File: src/rtl/hamming_pkg.sv
// Shared Hamming(15,11) definitions: widths, receiver FSM states and the
// codeword-position map of each data bit (common to encoder and correctors).
package hamming_pkg;

  localparam int DADOS    = 11;
  localparam int CODIGO   = 15;
  localparam int SINDROME = 4;

  typedef enum logic [1:0] {
    OCIOSO,
    RECEBE,
    CORRIGE,
    ENTREGA
  } estado_t;

  // Nibble i holds the codeword position (1..15) of data bit i.
  localparam logic [DADOS*4-1:0] POS_DADOS = {
    4'd15, 4'd14, 4'd13, 4'd12, 4'd11, 4'd10, 4'd9, 4'd7, 4'd6, 4'd5, 4'd3
  };

  function automatic int posicao_dado(input int i);
    return int'(POS_DADOS[4*i +: 4]);
  endfunction

endpackage

File: src/rtl/corrige_hamming.sv
// Combinational Hamming(15,11) corrector: syndrome, single-bit flip and
// extraction of the 11 data bits from a parallel codeword.
module corrige_hamming
  import hamming_pkg::*;
(
  input  logic [CODIGO-1:0]   i_codigo,
  output logic [DADOS-1:0]    o_dados,
  output logic [SINDROME-1:0] o_sindrome,
  output logic                o_erro
);

  logic [SINDROME-1:0] w_sindrome;
  logic [CODIGO-1:0]   w_corrigido;

  // NOTE: combinational blocks use blocking '=' and assign every output a
  // default first, so the loop accumulates in order and no latch is inferred.
  always_comb begin
    w_sindrome = '0;
    for (int p = 1; p <= CODIGO; p++) begin
      if (i_codigo[p-1]) w_sindrome ^= SINDROME'(p);
    end
  end

  // A zero syndrome matches no position, so the word passes through untouched.
  always_comb begin
    w_corrigido = i_codigo;
    for (int p = 1; p <= CODIGO; p++) begin
      if (w_sindrome == SINDROME'(p)) w_corrigido[p-1] = ~i_codigo[p-1];
    end
  end

  always_comb begin
    o_dados = '0;
    for (int i = 0; i < DADOS; i++) begin
      o_dados[i] = w_corrigido[posicao_dado(i)-1];
    end
  end

  assign o_sindrome = w_sindrome;
  assign o_erro     = (w_sindrome != '0);

endmodule

File: src/rtl/desserializa_hamming.sv
// Serial Hamming(15,11) receiver: assembles a codeword, corrects it and hands
// the data word downstream over valid/ready. Optional macro CONTA_ERROS_EN
// adds a saturating count of delivered corrected words (contador_erros).
module desserializa_hamming
  import hamming_pkg::*;
#(
  parameter int LIMITE_OCIOSO = 8
) (
  input  logic                clk,
  input  logic                rst_n,
  input  logic                bit_entrada,
  input  logic                bit_valido,
  output logic                entrada_pronta,
  output logic [DADOS-1:0]    saida,
  output logic                saida_valida,
  input  logic                saida_pronta,
  output logic                erro_corrigido,
  output logic [SINDROME-1:0] sindrome,
  output logic                quadro_abortado
`ifdef CONTA_ERROS_EN
  ,
  output logic [15:0]         contador_erros
`endif
);

  estado_t             r_estado;
  estado_t             w_proximo;
  logic [CODIGO-1:0]   r_codigo;
  logic [3:0]          r_contador;
  logic [7:0]          r_ocioso;
  logic [DADOS-1:0]    r_saida;
  logic [SINDROME-1:0] r_sindrome;
  logic                r_erro;
  logic                r_valida;
  logic                r_abortado;

  logic                w_aceita;
  logic                w_timeout;
  logic                w_ultimo;
  logic                w_entrega;
  logic [DADOS-1:0]    w_dados;
  logic [SINDROME-1:0] w_sindrome;
  logic                w_erro;

  assign entrada_pronta = (r_estado == OCIOSO) || (r_estado == RECEBE);
  assign w_aceita       = bit_valido && entrada_pronta;
  assign w_ultimo       = w_aceita && (r_estado == RECEBE) &&
                          (r_contador == 4'(CODIGO - 1));
  // An accepted bit in the would-be timeout cycle keeps the frame alive.
  assign w_timeout      = (r_estado == RECEBE) && !w_aceita &&
                          (r_ocioso == 8'(LIMITE_OCIOSO - 1));
  assign w_entrega      = r_valida && saida_pronta;

  corrige_hamming u_corrige (
    .i_codigo   (r_codigo),
    .o_dados    (w_dados),
    .o_sindrome (w_sindrome),
    .o_erro     (w_erro)
  );

  always_ff @(posedge clk or negedge rst_n) begin
    if (!rst_n) r_estado <= OCIOSO;
    else        r_estado <= w_proximo;
  end

  always_comb begin
    w_proximo = r_estado;
    case (r_estado)
      OCIOSO:  if (w_aceita) w_proximo = RECEBE;
      RECEBE: begin
        if (w_ultimo)       w_proximo = CORRIGE;
        else if (w_timeout) w_proximo = OCIOSO;
      end
      CORRIGE: w_proximo = ENTREGA;
      ENTREGA: if (w_entrega) w_proximo = OCIOSO;
      default: w_proximo = OCIOSO;
    endcase
  end

  // NOTE: sequential state uses non-blocking '<=' only. The codeword register
  // is reset like the rest even though each frame rewrites all 15 bits.
  always_ff @(posedge clk or negedge rst_n) begin
    if (!rst_n) begin
      r_codigo   <= '0;
      r_contador <= '0;
      r_ocioso   <= '0;
      r_saida    <= '0;
      r_sindrome <= '0;
      r_erro     <= 1'b0;
      r_valida   <= 1'b0;
      r_abortado <= 1'b0;
    end else begin
      r_abortado <= 1'b0;
      case (r_estado)
        OCIOSO: begin
          if (w_aceita) begin
            r_codigo[0] <= bit_entrada;
            r_contador  <= 4'd1;
            r_ocioso    <= '0;
          end
        end
        RECEBE: begin
          if (w_aceita) begin
            r_codigo[r_contador] <= bit_entrada;
            r_contador           <= r_contador + 4'd1;
            r_ocioso             <= '0;
          end else if (w_timeout) begin
            r_abortado <= 1'b1;
            r_contador <= '0;
            r_ocioso   <= '0;
          end else begin
            r_ocioso <= r_ocioso + 8'd1;
          end
        end
        CORRIGE: begin
          r_saida    <= w_dados;
          r_sindrome <= w_sindrome;
          r_erro     <= w_erro;
          r_valida   <= 1'b1;
          r_contador <= '0;
        end
        ENTREGA: begin
          if (w_entrega) r_valida <= 1'b0;
        end
        default: ;
      endcase
    end
  end

  assign saida           = r_saida;
  assign sindrome        = r_sindrome;
  assign erro_corrigido  = r_erro;
  assign saida_valida    = r_valida;
  assign quadro_abortado = r_abortado;

`ifdef CONTA_ERROS_EN
  logic [15:0] r_contador_erros;

  always_ff @(posedge clk or negedge rst_n) begin
    if (!rst_n) begin
      r_contador_erros <= '0;
    end else if (w_entrega && r_erro && (r_contador_erros != 16'hFFFF)) begin
      r_contador_erros <= r_contador_erros + 16'd1;
    end
  end

  assign contador_erros = r_contador_erros;
`endif

endmodule
File: config.mk
export PLATFORM = sky130hd
export DESIGN_NAME = desserializa_hamming
export DESIGN_NICKNAME = d
export VERILOG_FILES = /design/src/rtl/hamming_pkg.sv /design/src/rtl/corrige_hamming.sv /design/src/rtl/desserializa_hamming.sv
export SDC_FILE = /design/constraint.sdc
export NUM_CORES = 1
export LEC_CHECK = 0
export CORE_MARGIN = 2
export CORE_UTILIZATION = 40
export DETAILED_ROUTE_END_ITERATION = 8
export PLACE_DENSITY_LB_ADDON = 0.08
export SYNTH_ARGS = -nofsm -noshare
export SYNTH_HDL_FRONTEND = slang
export SYNTH_SLANG_ARGS = --single-unit
File: constraint.sdc
create_clock -name clk -period 2.2 [get_ports clk]
set_clock_uncertainty 0.1 [all_clocks]
set_input_delay 0.33 -clock clk [delete_from_list [all_inputs] [get_ports clk]]
set_output_delay 0.33 -clock clk [all_outputs]
set_load 0.05 [all_outputs]
==> metrics.txt <==
CTS tree=built; initial antenna violation count=0; register area share after synthesis=around 45%; critical path endpoint category=flip-flop; Mean Syn Cell Area=10.4 um2; R2R Path End=saida[4]; Starting Density=41.2%; overall power=0.00375 W; Filler cells=578; row cnt=29; gr ovfl total=0; worst path bufs/invs=1; Post-synth ARST share=100%; R2R Setup Slk=0.02 ns; Remaining DRCs=0; CTS Buffer Depth=2; Final Hold Viols=0; Root Buffer=clkbuf_8; IO Count=24; crit path DAT=2.26 ns; Yosys cell types=43; Top delay family on crit path=XOR/XNOR gates; proportion of layout cells with a drive suffix above 1=23.7%; Die W=84.9 um; reg2reg path depth=7; period utilization=between 90% and 100%; PortBufs=23; drt pass-1 iters=3; Sink Count=47; Max Slew Vio Count=0; flops & latches, synth=47; largest net degree at the start of global routing=19; PwrDens=between 1000 and 1500 nW/um2; vias in the first global route=1908; Setup-failing EPs final=0; Slew HR=roughly two thirds; R2R Path Start=r_codigo[13]; H-tree depth=2; WS Path Type=reg -> reg; Slew @ Worst Pin=between 0.5 and 0.6 ns; Vias=1924; DR vias/cell=5.05; Core Area=6350 um2; Die H=84.9 um; RSZ-0062 raised after global routing=true; CTS buffer count=5; Critical Path RT=about 2.3 ns; clock latency on the worst-skew pair=0.30 ns; Max VDD drop=0.000659 V; ant diodes=0; Synth Instances=252; P_leak=1.51 nW; critical path cell sequence=xnor3_2 > xnor3_2 > xor2_4 > buf_6 > nor4b_4 > xnor2_1 > a21oi_1; Sequential Area=around 1200 um2; startpoint types=flip-flop; Hold Crit Class=in -> async; Cell Area, Synth=2620 um2; Post-synth EDFFs=0; NumNets Final=320; Max Freq=460 MHz; top_reg_cell synth=dfrtp_1; area delta synth->final=28.3%; post-layout util=52.9%; area of the multi-input gates=between 1000 and 1500 um2; CP max-delay cell=xnor3_2; post-DR wirelength/cell=~14 um; total wire length=roughly 5400 um; Final ANT Viol Nets=0; YS warnings=0; clock-pin transition on the worst setup and hold timing paths=0.09 ns; Iteration-0 DRC Markers=35; status=finished, final reports clean; # Max-Cap Violations=0; CP most frequent cell=xnor3_2; HPWL after DPL=3950 um; first-pass GRT wire length=9090 um; die area=7210 um2; routability cong.=around 0.75; crit path max fanout=5; Period minus WS final=2.18 ns; Critical Path Max Stage Delay=0.40 ns; Total GRT Usage=15.7%; Synth Net Count=between 200 and 300
-- how the worst max path moves through the flow --
stage	startpoint	to	slack, ns	cells after the start
2_1_floorplan	r_codigo[14]	saida[5]	0.08	7
4_1_cts	r_codigo[13]	saida[5]	-0.007	7
5_1_grt	r_codigo[13]	saida[4]	-0.07	7
3_3_place_gp	r_codigo[10]	erro_corrigido	-0.06	6
6_report	r_codigo[13]	saida[4]	0.02	7
3_5_place_dp	r_codigo[10]	erro_corrigido	-0.08	6
-- Yosys cell counts, types with 3 or more instances --
master / number / area [um2]
inv_1: 7 / 26.3
xnor2_1: 22 / 193
nor4b_2: 3 / 45.0
ha_1: 10 / 125
mux2_2: 16 / 180
and3_1: 3 / 18.8
and4bb_1: 3 / 37.5
xor2_1: 4 / 35.0
o21ai_1: 12 / 60.1
nor2_1: 22 / 82.6
nor3_1: 3 / 15.0
nand3_1: 5 / 25.0
clkbuf_1: 9 / 33.8
mux2i_1: 3 / 30.0
a21oi_1: 17 / 85.1
nand4b_1: 3 / 26.3
dfrtp_1: 47 / 1180
nor3b_1: 3 / 22.5
nand2_1: 30 / 113
-- metal layers --
layer  global-route usage [%]  wire [um]  vias up
met1                     20.0       2490      915
met3                     3.21        147        6
li1                         -          -      979
met2                     27.0       2700       24
met4                     5.05         67        0
met5                        0          0        -
-- flip-flops by register name (all words and copies together) (netlist names), named ones only --
register,cells
saida,11
saida_valida,1
r_estado,1
erro_corrigido,1
r_codigo,15
quadro_abortado,1
r_contador,4
sindrome,4
r_ocioso,8
-- cell families after synthesis --
group / share of synthesized area, %
AOI/OAI and AO/OA: 9.84
adders and majority gates: 4.78
and+or+nand+nor: 17.3
xor gates and xnor gates: 12.0
buffers and inverters: 3.15
muxes: 8.03
DFF: 44.9
-- cells in the final DEF, fill, tap and decap left out, types with 5 or more instances in the layout --
master	netlist	layout
mux2_2	16	16
buf_4	0	27
clkdlybuf4s50_1	0	21
inv_1	7	7
xnor2_1	22	18
o21ai_1	12	12
ha_1	10	10
dfrtp_1	47	47
clkbuf_8	0	5
nand3_1	5	5
nand2_1	30	30
a21oi_1	17	17
nor2_1	22	22
-- area by class of cell --
class,instances,share of cell area [%]
Clock buffer,5,2.05
Clock inverter,1,0.223
Inverter,7,0.782
Sequential cell,47,35.0
Tap cell,77,2.87
Multi-Input combinational cell,189,44.2
Timing Repair Buffer,55,14.9
-- metrics by stage --
| step | TNS [ns] | area (um2) | cells | setup WS, ns | hold WS, ns |
|---|---|---|---|---|---|
| final | 0 | 3360 | 381 | 0.0247 | 0.377 |
| after global routing | -0.307 | 3360 | 381 | -0.0747 | 0.413 |
| after CTS | -0.0117 | 3260 | 377 | -0.00737 | 0.389 |
| after detailed placement | -0.183 | 3130 | 370 | -0.0790 | 0.185 |
| after global placement | -0.126 | 3130 | 370 | -0.0638 | 0.183 |
| after floorplan | 0 | 2630 | 252 | 0.0794 | -0.0656 |
-- where the power goes --
part | internal, W | switching (W) | total, W | leakage (nW)
sequential | 0.000969 | 0.000110 | 0.00108 | 0.637
clock | 0.000212 | 0.000290 | 0.000501 | 0.0361
combinational | 0.00109 | 0.00108 | 0.00217 | 0.837
total | 0.00227 | 0.00148 | 0.00375 | 1.51
-- what timing repair did --
action / 4_1_cts / 5_1_grt
hold endpoints to repair: 16 / 0
endpoints found under the setup margin: 7 / 10
pin swaps: 1 / 3
setup buffers: 0 / 2
resized for setup: 5 / 9
cloned: 0 / 2
hold buffers: 1 / 0
No activity file was read; power rests on OpenSTA's default activity.
